File: src/rtl/spi_rx_pkg.sv
// Shared definitions for the SPI receive-block path and its CRC helper.
package spi_rx_pkg;

    // Receive sequencer states; explicit encodings keep waveform compatibility.
    typedef enum logic [2:0] {
        IDLE = 3'd0,
        HUNT = 3'd1,
        DATA = 3'd2,
        CRC  = 3'd3,
        DONE = 3'd4
    } rx_state_t;

    // Completion codes reported on o_status.
    typedef enum logic [1:0] {
        RX_OK        = 2'd0,
        RX_ERR_TOKEN = 2'd1,
        RX_CRC_BAD   = 2'd2,
        RX_TIMEOUT   = 2'd3
    } rx_status_t;

    localparam logic [7:0]  START_TOKEN    = 8'hfe;
    localparam logic [15:0] CRC_POLYNOMIAL = 16'h1021;

    // Block size exponent is limited to 8..512 byte blocks.
    function automatic logic [3:0] clamp_lgblksz(input logic [3:0] lg);
        if (lg < 4'd3) return 4'd3;
        if (lg > 4'd9) return 4'd9;
        return lg;
    endfunction

endpackage

File: src/rtl/spirxblock_if.sv
// Byte-level handshake between the receive block and the shared SPI byte engine.
interface spirxblock_if;
    logic       o_ll_stb;
    logic [7:0] o_ll_byte;
    logic       i_ll_busy;
    logic       i_ll_stb;
    logic [7:0] i_ll_byte;

    modport master (
        output o_ll_stb, o_ll_byte,
        input  i_ll_busy, i_ll_stb, i_ll_byte
    );

    modport slave (
        input  o_ll_stb, o_ll_byte,
        output i_ll_busy, i_ll_stb, i_ll_byte
    );
endinterface

File: src/rtl/spicrc16_byte.sv
// Combinational CRC16 update over one byte, MSB first, no reflection.
module spicrc16_byte
    import spi_rx_pkg::*;
(
    input  logic [15:0] i_crc,
    input  logic [7:0]  i_byte,
    output logic [15:0] o_crc
);

    // Eight bit-serial LFSR steps unrolled into one cycle.
    always_comb begin
        o_crc = i_crc;
        for (int unsigned i = 0; i < 8; i++) begin
            if (o_crc[15] ^ i_byte[3'(7 - i)])
                o_crc = {o_crc[14:0], 1'b0} ^ CRC_POLYNOMIAL;
            else
                o_crc = {o_crc[14:0], 1'b0};
        end
    end

endmodule

File: src/rtl/spirxblock.sv
// SPI data-block receiver: hunts for the start token, packs the block into
// buffer words and checks the trailing CRC16.
module spirxblock
    import spi_rx_pkg::*;
#(
    parameter int DW       = 32,
    parameter int AW       = 8,
    parameter int MAX_WAIT = 1023,
    parameter int LGWAIT   = 10
) (
    input  logic          i_clk,
    input  logic          i_reset_n,
    input  logic          i_start,
    input  logic [3:0]    i_lgblksz,
    input  logic          i_fifo,
    output logic          o_busy,
    output logic          o_write,
    output logic [AW-1:0] o_addr,
    output logic [DW-1:0] o_data,
    spirxblock_if.master  ll,
    output logic          o_rxvalid,
    output logic [1:0]    o_status,
    output logic [7:0]    o_response
);

    rx_state_t         state_q, state_d;
    rx_status_t        status_q, status_d;
    logic              busy_q, busy_d;
    logic              write_q, write_d;
    logic [AW-1:0]     addr_q, addr_d;
    logic [DW-1:0]     data_q, data_d;
    logic              stb_q, stb_d;
    logic              pend_q, pend_d;
    logic              rxvalid_q, rxvalid_d;
    logic [7:0]        resp_q, resp_d;
    logic [LGWAIT-1:0] wcnt_q, wcnt_d;
    logic [9:0]        cnt_q, cnt_d;
    logic [3:0]        lg_q, lg_d;
    logic [DW-9:0]     sreg_q, sreg_d;
    logic [15:0]       crc_q, crc_d;
    logic [7:0]        crc_hi_q, crc_hi_d;
    logic [15:0]       crc_next;
    logic              rx_fire;

    spicrc16_byte u_crc (
        .i_crc  (crc_q),
        .i_byte (ll.i_ll_byte),
        .o_crc  (crc_next)
    );

    // Only a byte we actually requested is consumed; stray strobes are dropped.
    assign rx_fire = ll.i_ll_stb && pend_q;

    // Next-state logic: byte handshake, word packing and sequencing.
    always_comb begin
        state_d   = state_q;
        status_d  = status_q;
        busy_d    = busy_q;
        write_d   = 1'b0;
        addr_d    = addr_q;
        data_d    = data_q;
        stb_d     = stb_q;
        pend_d    = pend_q;
        rxvalid_d = 1'b0;
        resp_d    = resp_q;
        wcnt_d    = wcnt_q;
        cnt_d     = cnt_q;
        lg_d      = lg_q;
        sreg_d    = sreg_q;
        crc_d     = crc_q;
        crc_hi_d  = crc_hi_q;

        // One byte in flight: request drops on acceptance, re-arms only once
        // the pending byte has returned (pend_q is still set on that edge).
        if (stb_q && !ll.i_ll_busy) begin
            stb_d  = 1'b0;
            pend_d = 1'b1;
        end
        if (rx_fire)
            pend_d = 1'b0;
        if (!stb_q && !pend_q && (state_q == HUNT || state_q == DATA || state_q == CRC))
            stb_d = 1'b1;

        // Word index advances after the write strobe; buffer select bit is kept.
        if (write_q)
            addr_d = {addr_q[AW-1], addr_q[AW-2:0] + 1'b1};

        case (state_q)
            IDLE: begin
                if (i_start) begin
                    lg_d    = clamp_lgblksz(i_lgblksz);
                    addr_d  = {i_fifo, {(AW-1){1'b0}}};
                    wcnt_d  = '0;
                    crc_d   = '0;
                    cnt_d   = '0;
                    busy_d  = 1'b1;
                    stb_d   = 1'b1;
                    state_d = HUNT;
                end
            end
            HUNT: begin
                if (rx_fire) begin
                    if (ll.i_ll_byte == START_TOKEN) begin
                        resp_d  = START_TOKEN;
                        state_d = DATA;
                    end else if (ll.i_ll_byte[7:4] == 4'h0 && ll.i_ll_byte != 8'h00) begin
                        resp_d   = ll.i_ll_byte;
                        status_d = RX_ERR_TOKEN;
                        state_d  = DONE;
                    end else begin
                        wcnt_d = wcnt_q + 1'b1;
                        if (wcnt_d == LGWAIT'(MAX_WAIT)) begin
                            resp_d   = 8'hff;
                            status_d = RX_TIMEOUT;
                            state_d  = DONE;
                        end
                    end
                end
            end
            DATA: begin
                if (rx_fire) begin
                    sreg_d = {sreg_q[DW-17:0], ll.i_ll_byte};
                    crc_d  = crc_next;
                    cnt_d  = cnt_q + 1'b1;
                    if (cnt_q[1:0] == 2'd3) begin
                        write_d = 1'b1;
                        data_d  = {sreg_q, ll.i_ll_byte};
                    end
                    if (cnt_d == (10'd1 << lg_q)) begin
                        cnt_d   = '0;
                        state_d = CRC;
                    end
                end
            end
            CRC: begin
                if (rx_fire) begin
                    if (!cnt_q[0]) begin
                        crc_hi_d = ll.i_ll_byte;
                        cnt_d    = 10'd1;
                    end else begin
                        status_d = ({crc_hi_q, ll.i_ll_byte} == crc_q) ? RX_OK : RX_CRC_BAD;
                        resp_d   = START_TOKEN;
                        state_d  = DONE;
                    end
                end
            end
            DONE: begin
                rxvalid_d = 1'b1;
                busy_d    = 1'b0;
                state_d   = IDLE;
            end
            default: state_d = IDLE;
        endcase
    end

    // State registers with synchronous active-low reset.
    always_ff @(posedge i_clk) begin
        if (!i_reset_n) begin
            state_q   <= IDLE;
            status_q  <= RX_OK;
            busy_q    <= 1'b0;
            write_q   <= 1'b0;
            addr_q    <= '0;
            data_q    <= '0;
            stb_q     <= 1'b0;
            pend_q    <= 1'b0;
            rxvalid_q <= 1'b0;
            resp_q    <= 8'hff;
            wcnt_q    <= '0;
            cnt_q     <= '0;
            lg_q      <= 4'd3;
            sreg_q    <= '0;
            crc_q     <= '0;
            crc_hi_q  <= '0;
        end else begin
            state_q   <= state_d;
            status_q  <= status_d;
            busy_q    <= busy_d;
            write_q   <= write_d;
            addr_q    <= addr_d;
            data_q    <= data_d;
            stb_q     <= stb_d;
            pend_q    <= pend_d;
            rxvalid_q <= rxvalid_d;
            resp_q    <= resp_d;
            wcnt_q    <= wcnt_d;
            cnt_q     <= cnt_d;
            lg_q      <= lg_d;
            sreg_q    <= sreg_d;
            crc_q     <= crc_d;
            crc_hi_q  <= crc_hi_d;
        end
    end

    assign o_busy       = busy_q;
    assign o_write      = write_q;
    assign o_addr       = addr_q;
    assign o_data       = data_q;
    assign o_rxvalid    = rxvalid_q;
    assign o_status     = status_q;
    assign o_response   = resp_q;
    assign ll.o_ll_stb  = stb_q;
    assign ll.o_ll_byte = 8'hff;

endmodule
File: src/flat_wrapper.sv
// flat-port wrapper written by rule: the top's interface ports become plain ports
module spirxblock_flat import spi_rx_pkg::*;
#(
    parameter int DW       = 32,
    parameter int AW       = 8,
    parameter int MAX_WAIT = 1023,
    parameter int LGWAIT   = 10
)
  (i_clk, i_reset_n, i_start, i_lgblksz, i_fifo, o_busy, o_write, o_addr, o_data, o_rxvalid, o_status, o_response, ll_o_ll_stb, ll_o_ll_byte, ll_i_ll_busy, ll_i_ll_stb, ll_i_ll_byte);
  spirxblock_if ll_i ();
  input  logic i_clk;
  input  logic i_reset_n;
  input  logic i_start;
  input  logic [3:0] i_lgblksz;
  input  logic i_fifo;
  output logic o_busy;
  output logic o_write;
  output logic [AW-1:0] o_addr;
  output logic [DW-1:0] o_data;
  output logic o_rxvalid;
  output logic [1:0] o_status;
  output logic [7:0] o_response;
  output wire logic [$bits(ll_i.o_ll_stb)-1:0] ll_o_ll_stb;
  output wire logic [$bits(ll_i.o_ll_byte)-1:0] ll_o_ll_byte;
  input wire logic [$bits(ll_i.i_ll_busy)-1:0] ll_i_ll_busy;
  input wire logic [$bits(ll_i.i_ll_stb)-1:0] ll_i_ll_stb;
  input wire logic [$bits(ll_i.i_ll_byte)-1:0] ll_i_ll_byte;
  assign ll_o_ll_stb = ll_i.o_ll_stb;
  assign ll_o_ll_byte = ll_i.o_ll_byte;
  assign ll_i.i_ll_busy = ll_i_ll_busy;
  assign ll_i.i_ll_stb = ll_i_ll_stb;
  assign ll_i.i_ll_byte = ll_i_ll_byte;
  spirxblock #(.DW(DW), .AW(AW), .MAX_WAIT(MAX_WAIT), .LGWAIT(LGWAIT)) u_core (.i_clk(i_clk), .i_reset_n(i_reset_n), .i_start(i_start), .i_lgblksz(i_lgblksz), .i_fifo(i_fifo), .o_busy(o_busy), .o_write(o_write), .o_addr(o_addr), .o_data(o_data), .ll(ll_i), .o_rxvalid(o_rxvalid), .o_status(o_status), .o_response(o_response));
endmodule
File: config.mk
export PLATFORM = sky130hd
export DESIGN_NAME = spirxblock_flat
export DESIGN_NICKNAME = d
export VERILOG_FILES = /design/src/rtl/spi_rx_pkg.sv /design/src/rtl/spirxblock_if.sv /design/src/rtl/spicrc16_byte.sv /design/src/rtl/spirxblock.sv /design/src/flat_wrapper.sv
export SDC_FILE = /design/constraint.sdc
export NUM_CORES = 1
export LEC_CHECK = 0
export ABC_AREA = 1
export CORE_MARGIN = 2
export CORE_UTILIZATION = 60
export DETAILED_ROUTE_END_ITERATION = 10
export PLACE_DENSITY = 0.9
export SETUP_SLACK_MARGIN = 0.02
export SLEW_MARGIN = 10
export SYNTH_ARGS = -nofsm -noshare
export SYNTH_HDL_FRONTEND = slang
export SYNTH_SLANG_ARGS = --single-unit
export TNS_END_PERCENT = 20
File: constraint.sdc
create_clock -name i_clk -period 4.5 [get_ports i_clk]
set_input_delay 0.9 -clock i_clk [delete_from_list [all_inputs] [get_ports i_clk]]
set_output_delay 0.9 -clock i_clk [all_outputs]
set_load 0.02 [all_outputs]
==> flow_metrics.env <==
export IMPL_status="completed"
export IMPL_arrival_ps=3120
export IMPL_cp_end_kind="flip-flop"
export IMPL_fin_area_um2=7470
export IMPL_slew_headroom_pct=25.2
export IMPL_fin_nets=929
export IMPL_worstPathCellList="clkdlybuf4s50_1, inv_1, nand4_1, nand2_1, o21ai_1, nor2_1, nand2_1, nor2_2, nand3_1, a21oi_1"
export IMPL_min_from="u_core.sreg_q[18]"
export IMPL_final_cell_count_no_fill=1056
export IMPL_power_density_nw_per_um2=455
export IMPL_cts_resized=0
export IMPL_antenna_found_initial=0
export IMPL_start_util_pct=60.8
export IMPL_path_common_cell="nand2_1"
export IMPL_synth_edf_count=0
export IMPL_placed_area_um2=6850
export IMPL_async_flop_share_pct=0
export IMPL_leakage_nw=2.86
export IMPL_whs_path_depth=2
export IMPL_drive_gt1_share_pct=9.35
export IMPL_vias_per_cell=5.43
export IMPL_finalSetupViolations=0
export IMPL_drc=0
export IMPL_critPathMaxFanout=11
export IMPL_hold_path_class="flip-flop to flip-flop"
export IMPL_cp_slowest_stage_delay_ps=530
export IMPL_r2r_start="u_core.state_q[2]"
export IMPL_io_buffers=71
export IMPL_fin_crit_sh_pct=59.2
export IMPL_synth_cells=847
export IMPL_wirelength_mm=14.5
export IMPL_yosysMostFrequentCell="nand2_1"
export IMPL_clock_sinks=130
export IMPL_grt_overflow=0
export IMPL_num_rows=37
export IMPL_cap_violations=0
export IMPL_cpMaxStageDelayCell="clkdlybuf4s50_1"
export IMPL_cts_clk_slew_worst_paths_ps=60
export IMPL_synth_flop_cell="dfxtp_1"
export IMPL_worstSkewPairLatency_ps=530
export IMPL_grt_first_pass_wirelength_mm=24.2
export IMPL_postCtsSetupRepairBufs=0
export IMPL_area_growth_pct=21.1
export IMPL_cts_tree="done"
export IMPL_die_area_um2=11100
export IMPL_netlist_top_cells_count="nand2_1, dfxtp_1, inv_1, a21oi_1, nor2_1"
export IMPL_dp_hpwl_mm=9.41
export IMPL_synth_area_leader_cell="dfxtp_1"
export IMPL_start_kind="input port"
export IMPL_die_h_um=105
export IMPL_rsz0062_at_grt="no"
export IMPL_ant_nets=0
export IMPL_timing_worst_slew_pin_value_ps=1120
export IMPL_n_antenna_cell=0
export IMPL_ys_types=44
export IMPL_grt_pass1_vias=5390
export IMPL_ctsHtreeMaxLevel=4
export IMPL_finalHoldViolations=0
export IMPL_grt_usage_pct=26.9
export IMPL_final_util_pct=73.6
export IMPL_clock_root_buffer="clkbuf_8"
export IMPL_detail_route_iter0_violations=544
export IMPL_max_freq_mhz=375
export IMPL_timing_final_crit_period_ps=2660
export IMPL_ir_worst_vdd_v=0.000334
export IMPL_r2r_cells=11
export IMPL_globalplace_congestion=0.904
export IMPL_core_um2=10100
export IMPL_grt_start_max_net_pins=72
export IMPL_routedWlPerCell_um=13.8
export IMPL_synth_top_area_share_pct=42.2
export IMPL_yosysSeqAreaShare_pct=42.2
export IMPL_required_ps=4950
export IMPL_clockBufferDepth=2
export IMPL_vias=5737
export IMPL_path_class="input port to flip-flop"
export IMPL_syn_area_um2=6160
export IMPL_clock_skew_ps=11.1
export IMPL_cts_buffers=17
export IMPL_dr_pass1_iters=7
export IMPL_yosys_top_cells_area="dfxtp_1, nand2_1, a21oi_1, inv_1, nand3_1"
export IMPL_die_w_um=105
export IMPL_ys_seq_elements=130
export IMPL_yosys_warnings=0
export IMPL_critPathLaunch="ll_i_ll_byte[0]"
export IMPL_drv_slew=0
export IMPL_io_pins=80
export IMPL_dp_cells=1024
export IMPL_cts_hold_repair_buffers=0
export IMPL_tns_ps=0
export IMPL_avgSynthCellArea_um2=7.28
[routing by layer]
metal / track usage, % / up-vias / routed length, µm
met5: 0 / - / 0
li1: - / 2860 / -
met1: 32.9 / 2637 / 6280
met2: 45.7 / 208 / 7060
met3: 6.25 / 32 / 923
met4: 10.4 / 0 / 270
[stage by stage]
step           hold WS, ps  power (mW)  setup WS [ps]
2_1_floorplan          420        1.85           2350
3_3_place_gp           433        1.97           1490
3_5_place_dp           439        1.99           1410
4_1_cts                449        3.40           1880
5_1_grt                473        3.55           1660
6_report               444        3.40           1840
[state kept, by name, summed over array words and instances, names as in the netlist, 2 cells and up]
name	flops
u_core.wcnt_q	10
u_core.o_addr	8
u_core.crc_q	16
u_core.sreg_q	24
u_core.lg_q	4
u_core.o_status	2
u_core.cnt_q	10
u_core.crc_hi_q	8
u_core.o_data	32
u_core.o_response	8
u_core.state_q	3
[power breakdown]
group / internal [mW] / switching, mW
Sequential: 1.22 / 0.0736
Combinational: 0.219 / 0.481
Clock: 0.891 / 0.514
Total: 2.33 / 1.07
[path summary, 6_finish.rpt]
check	slack [ps]	end
min reg2reg	440	u_core.o_data[26]
max reg2reg	2100	u_core.o_data[2]
min	440	u_core.o_data[26]
max	1840	u_core.wcnt_q[8]
[cells by family after synthesis]
| logic type | count (synthesis) | synth area share [%] |
|---|---|---|
| mux | 1 | 0.162 |
| flops | 130 | 42.2 |
| other cells | 1 | 0.0608 |
| buf+inv | 135 | 9.56 |
| simple gates | 372 | 28.2 |
| fa+ha+maj | 4 | 0.812 |
| compound gates | 173 | 14.6 |
| xor+xnor | 31 | 4.40 |
[final cells by class]
cell class              count  area [µm²]
fillers                   720        2670
repair buffers             73         721
well taps                 136         170
clock buffers              21         459
inverters                  96         362
clock inverters            11         153
flip-flops and latches    130        2600
multi-input cells         589        3000
[worst max-delay path, delay by kind of cell]
family | cells | cell delay (ps)
simple gates | 6 | 1230
compound gates | 2 | 220
buf+inv | 2 | 750
[placed cells by master (no fill, tap or decap), types with 8 or more instances in the layout]
| master | n |
|---|---|
| clkbuf_16 | 16 |
| dfxtp_1 | 130 |
| xnor2_1 | 21 |
| a21oi_1 | 80 |
| nand3_1 | 59 |
| o21ai_1 | 26 |
| nor2_4 | 8 |
| inv_2 | 12 |
| nor2_1 | 75 |
| conb_1 | 8 |
| clkdlybuf4s50_1 | 70 |
| nand4_1 | 16 |
| o21ai_0 | 54 |
| inv_1 | 82 |
| nand2_1 | 172 |
| nor3_1 | 8 |
| xor2_1 | 10 |
Power figures use the tool's default switching activity.
